`src/rtl/mac_pipe_sched.sv`:
```
// mac_pipe_sched: two requesters share one 3-stage MAC pipeline, (a+b)*c+c.
// Optional MAC_PIPE_SCHED_STATS_EN adds per-requester grant counters.
//
// Ports:
//   clk, rst (sync, active-high)  - clock and reset
//   hold                          - freezes pipeline, blocks grants
//   reqN_valid/ready, reqN_a/b/c  - requester handshake and operands (N=0,1)
//   res_valid, res_id, res_data   - result, one cycle per op, no backpressure
//   gnt0_cnt, gnt1_cnt            - saturating grant counts (stats build only)
module mac_pipe_sched #(
    parameter int DW = 3
) (
    input  logic            clk,
    input  logic            rst,
    input  logic            hold,
    input  logic            req0_valid,
    input  logic [DW-1:0]   req0_a,
    input  logic [DW-1:0]   req0_b,
    input  logic [DW-1:0]   req0_c,
    output logic            req0_ready,
    input  logic            req1_valid,
    input  logic [DW-1:0]   req1_a,
    input  logic [DW-1:0]   req1_b,
    input  logic [DW-1:0]   req1_c,
    output logic            req1_ready,
    output logic            res_valid,
    output logic            res_id,
    output logic [2*DW-1:0] res_data
`ifdef MAC_PIPE_SCHED_STATS_EN
    ,
    output logic [7:0]      gnt0_cnt,
    output logic [7:0]      gnt1_cnt
`endif
);

    localparam int RW = 2 * DW;

    typedef struct packed {
        logic          v;
        logic          id;
        logic [RW-1:0] d;
        logic [DW-1:0] c;
    } stage_t;

    stage_t        s1;
    stage_t        s2;
    logic          s3_v;
    logic          s3_id;
    logic [RW-1:0] s3_d;
    logic          rr;

    logic          gnt0;
    logic          gnt1;
    logic          xfer;
    logic [DW-1:0] sel_a;
    logic [DW-1:0] sel_b;
    logic [DW-1:0] sel_c;
    logic [RW-1:0] sum_n;
    logic [RW-1:0] prod_n;
    logic [RW-1:0] acc_n;

    // rr names the requester that wins when both are valid.
    always_comb begin
        gnt0 = 1'b0;
        gnt1 = 1'b0;
        if (!rst && !hold) begin
            if (req0_valid && (!req1_valid || !rr)) begin
                gnt0 = 1'b1;
            end else if (req1_valid) begin
                gnt1 = 1'b1;
            end
        end
    end

    assign req0_ready = gnt0;
    assign req1_ready = gnt1;
    assign xfer       = gnt0 | gnt1;

    assign sel_a = gnt1 ? req1_a : req0_a;
    assign sel_b = gnt1 ? req1_b : req0_b;
    assign sel_c = gnt1 ? req1_c : req0_c;

    assign sum_n  = RW'(sel_a) + RW'(sel_b);
    assign prod_n = s1.d * RW'(s1.c);
    assign acc_n  = s2.d + RW'(s2.c);

    always_ff @(posedge clk) begin
        if (rst) begin
            s1.v      <= 1'b0;
            s2.v      <= 1'b0;
            s3_v      <= 1'b0;
            res_valid <= 1'b0;
            res_id    <= 1'b0;
            res_data  <= '0;
            rr        <= 1'b0;
        end else if (!hold) begin
            // A non-transfer cycle shifts a bubble into S1.
            s1 <= '{v: xfer, id: gnt1, d: sum_n, c: sel_c};
            s2 <= '{v: s1.v, id: s1.id, d: prod_n, c: s1.c};
            s3_v  <= s2.v;
            s3_id <= s2.id;
            s3_d  <= acc_n;
            res_valid <= s3_v;
            // Last result stays visible between valid pulses.
            if (s3_v) begin
                res_id   <= s3_id;
                res_data <= s3_d;
            end
            if (xfer) begin
                rr <= gnt0;
            end
        end
    end

`ifdef MAC_PIPE_SCHED_STATS_EN
    always_ff @(posedge clk) begin
        if (rst) begin
            gnt0_cnt <= '0;
            gnt1_cnt <= '0;
        end else begin
            if (gnt0 && gnt0_cnt != 8'hff) begin
                gnt0_cnt <= gnt0_cnt + 8'd1;
            end
            if (gnt1 && gnt1_cnt != 8'hff) begin
                gnt1_cnt <= gnt1_cnt + 8'd1;
            end
        end
    end
`endif

endmodule
```
`config.mk`:
```
export PLATFORM = sky130hd
export DESIGN_NAME = mac_pipe_sched
export DESIGN_NICKNAME = d
export VERILOG_FILES = /design/src/rtl/mac_pipe_sched.sv
export SDC_FILE = /design/constraint.sdc
export NUM_CORES = 1
export LEC_CHECK = 0
export ABC_AREA = 1
export CORE_ASPECT_RATIO = 0.9
export CORE_UTILIZATION = 45
export CTS_CLUSTER_DIAMETER = 150
export DETAILED_ROUTE_END_ITERATION = 16
export DONT_BUFFER_PORTS = 1
export PLACE_DENSITY_LB_ADDON = 0.05
export SLEW_MARGIN = 20
export SYNTH_ARGS = -nofsm -noshare
export SYNTH_HDL_FRONTEND = slang
export SYNTH_SLANG_ARGS = --single-unit
```
`constraint.sdc`:
```
create_clock -name clk -period 2.3 [get_ports clk]
set_input_delay 0.23 -clock clk [delete_from_list [all_inputs] [get_ports clk]]
set_output_delay 0.23 -clock clk [all_outputs]
set_load 0.005 [all_outputs]
```
==> summary.txt <==
Worst setup path
  • Worst EP required: 2.34 ns
  • WP data arrival: 2.12 ns
  • Crit. End Element: flop
  • Startpoint Class: flop
  • Critical setup path kind: reg -> reg
  • Worst-path maximum fanout: 6

Routing
  • Met1 Wirelength: 1290 um
  • Via count: 1203
  • Initial drt markers: 32
  • Via density: 4.91
  • Remaining DRCs: 0
  • Post-route ant nets: 0
  • Met2 wire len: 1250 um
  • WL/cell: 11.2 um
  • Highest Signal Layer: met4
  • Total wire length: 2760 um
  • DR pass1 iterations: 4
  • Met3 WL: 154 um

STA
  • Final min period: 2.09 ns
  • Slew Limit Fails: 0
  • Final setup fails: 0
  • RSZ-0062 raised after global routing: no
  • Final worst path period share: 0.907
  • Fin. Hold Viols: 0
  • Slew HR: 0.765
  • Least-Margin Pin Slew: 0.352 ns
  • TNS Setup: 0 ns
  • Skew final: 0.00608 ns
  • Fmax: 0.479 GHz

Floorplan
  • Die footprint: 0.00434 sq mm
  • Die Ht: 62.6 um
  • Cell Rows: 21
  • Die Wd: 69.3 um
  • IO Pins: 33
  • Core area: 0.00381 sq mm
  • Initial Util: 0.482

Clock tree
  • Postcts setup bufs: 0
  • Cts bufs inserted: 5
  • Max H-tree Level: 2
  • Worst skew pair latency: 0.28 ns
  • Clk buf depth: 2
  • Post_cts resized: 0
  • CTS tree: yes
  • # hold bufs at CTS: 1
  • CTS clock-pin slew for the worst setup and hold paths: 0.07 ns
  • Root buffer cell: clkbuf_8
  • Clock Sink Count: 37

GRT
  • Global route overflow: 0
  • Vias in the first global route: 1189
  • First-pass GRT wire length: 4800 um
  • Pin count of the biggest net entering global routing: 18
  • GRT Util Overall: 0.143
  • Initial antenna violation count: 0

Yosys
  • Synthesized Nets: 228
  • Mapped cell area: 0.00184 sq mm
  • Distinct cells, synth: 20
  • Synth Register Bits: 37
  • Register area share after synthesis: 0.540
  • Mean Syn Cell Area: 9.72 sq um
  • Syn Inst Count: 189
  • Synthesis warning total: 0

Place
  • Port bufs: 0
  • Hpwl dp: 2140 um
  • Dpl cells: 236
  • Routability Congestion: 0.760

Layout
  • Fillers: 367
  • Area grow syn2layout: 8.58%
  • Final Instance Count excl. Fillers: 245
  • Layout cells sized above 1: 0.0804
  • Nets: 237
  • Diode count: 0

Flow run
  • Max cap viols: 0

Pwr
  • Clock Power Share: 0.310
  • Logic pwr share: 0.112
  • Psw: 0.325 mW
  • Power Dens Cells: 679 mW/mm^2
  • Cell leakage power: 0.930 nW
  • VDD IR max: 0.000327 V
  • P_int: 1.03 mW
  • Sequential power share: 0.578
  • Sw Ratio: 0.240

Worst hold path
  • Worst min path class: in -> reg

Status
  • Run status: completed
[state kept, by name (all words and copies together) (netlist names)]
name	flops
res_data	6
res_id	1
res_valid	1
rr	1
s1	9
s2	11
s3_d	6
s3_id	1
s3_v	1
[worst paths after layout]
| kind | end | from | slack [ns] | cells after the start |
|---|---|---|---|---|
| worst max-delay path | s2[7] | s1[2] | 0.21 | 6 |
| worst min-delay path | s1[10] | rst | 0.01 | 1 |
| worst max register to register | s2[7] | s1[2] | 0.21 | 6 |
| worst min register to register | s3_id | s2[9] | 0.42 | 0 |
[layout by cell type, fill, tap and decap left out]
cell type,n
nand2_1,63
edfxtp_1,25
inv_1,19
nor2_1,17
dfxtp_1,12
ha_1,11
o21ai_0,10
nand3_1,8
a21oi_1,5
fa_1,5
clkbuf_8,5
xor2_1,3
nor2_2,2
nand4_1,2
clkinv_2,2
nor2_4,1
nand2_2,1
nand2_4,1
nor2_8,1
nand3_2,1
nand3b_1,1
inv_2,1
clkbuf_1,1
dlygate4sd3_1,1
buf_4,1
[power groups by stage]
stage,Combinational (mW),Sequential [mW],Clock (mW)
after floorplan,0.121,0.792,0
after global placement,0.145,0.797,0
after detailed placement,0.152,0.799,0
after CTS,0.154,0.784,0.439
after global routing,0.179,0.788,0.467
final,0.151,0.784,0.420
[stage by stage]
step | cell area, sq um | hold WS (ns) | setup slack (ns) | total power, mW | util
floorplan | 1840 | 0.299 | 0.214 | 0.913 | -
global placement | 1900 | 0.301 | 0.244 | 0.943 | 0.499
detailed placement | 1900 | 0.302 | 0.193 | 0.951 | 0.499
CTS | 1990 | 0.00122 | 0.193 | 1.38 | 0.523
global route | 1990 | 0.00434 | 0.0609 | 1.43 | 0.523
finish | 1990 | 0.0112 | 0.214 | 1.35 | 0.523
[worst max-delay path, stage by stage, from the launching register on]
cell,delay [ns]
edfxtp_1,0.43
nand2_1,0.11
fa_1,0.54
inv_1,0.04
ha_1,0.21
fa_1,0.38
xor2_1,0.15
[metal layers]
metal / vias to the layer above / GRT usage
met2: 35 / 0.245
met1: 529 / 0.157
met4: 0 / 0.0765
met5: - / 0
li1: 633 / -
met3: 6 / 0.0452
[cell type report]
class,instances,area [sq um],share of cell area
well taps,46,57.6,0.0289
clock buffers,6,72.6,0.0364
multi-input cells,132,771,0.386
inverters,20,75.1,0.0376
clock inverters,2,10.0,0.00502
flip-flops and latches,37,991,0.497
repair buffers,2,17.5,0.00878
[cells in the mapped netlist, drive strengths merged]
cell type  number  share of area
xor2            3          0.014
fa              5          0.054
nand3           9          0.027
inv            20          0.041
nand4           2         0.0068
dfxtp          12           0.13
nor2           21          0.059
a21oi           5          0.014
o21ai          10          0.027
edfxtp         25           0.41
nand2          65           0.14
ha             11          0.075
nand3b          1         0.0041
[logic make-up after synthesis]
group	after synthesis	share of synthesized area
buffers and inverters	20	0.0409
xor gates and xnor gates	3	0.0143
adders and majority gates	16	0.129
AOI/OAI and AO/OA	15	0.0409
and+or+nand+nor	98	0.235
DFF	37	0.540
No activity file was read; power rests on OpenSTA's default activity.
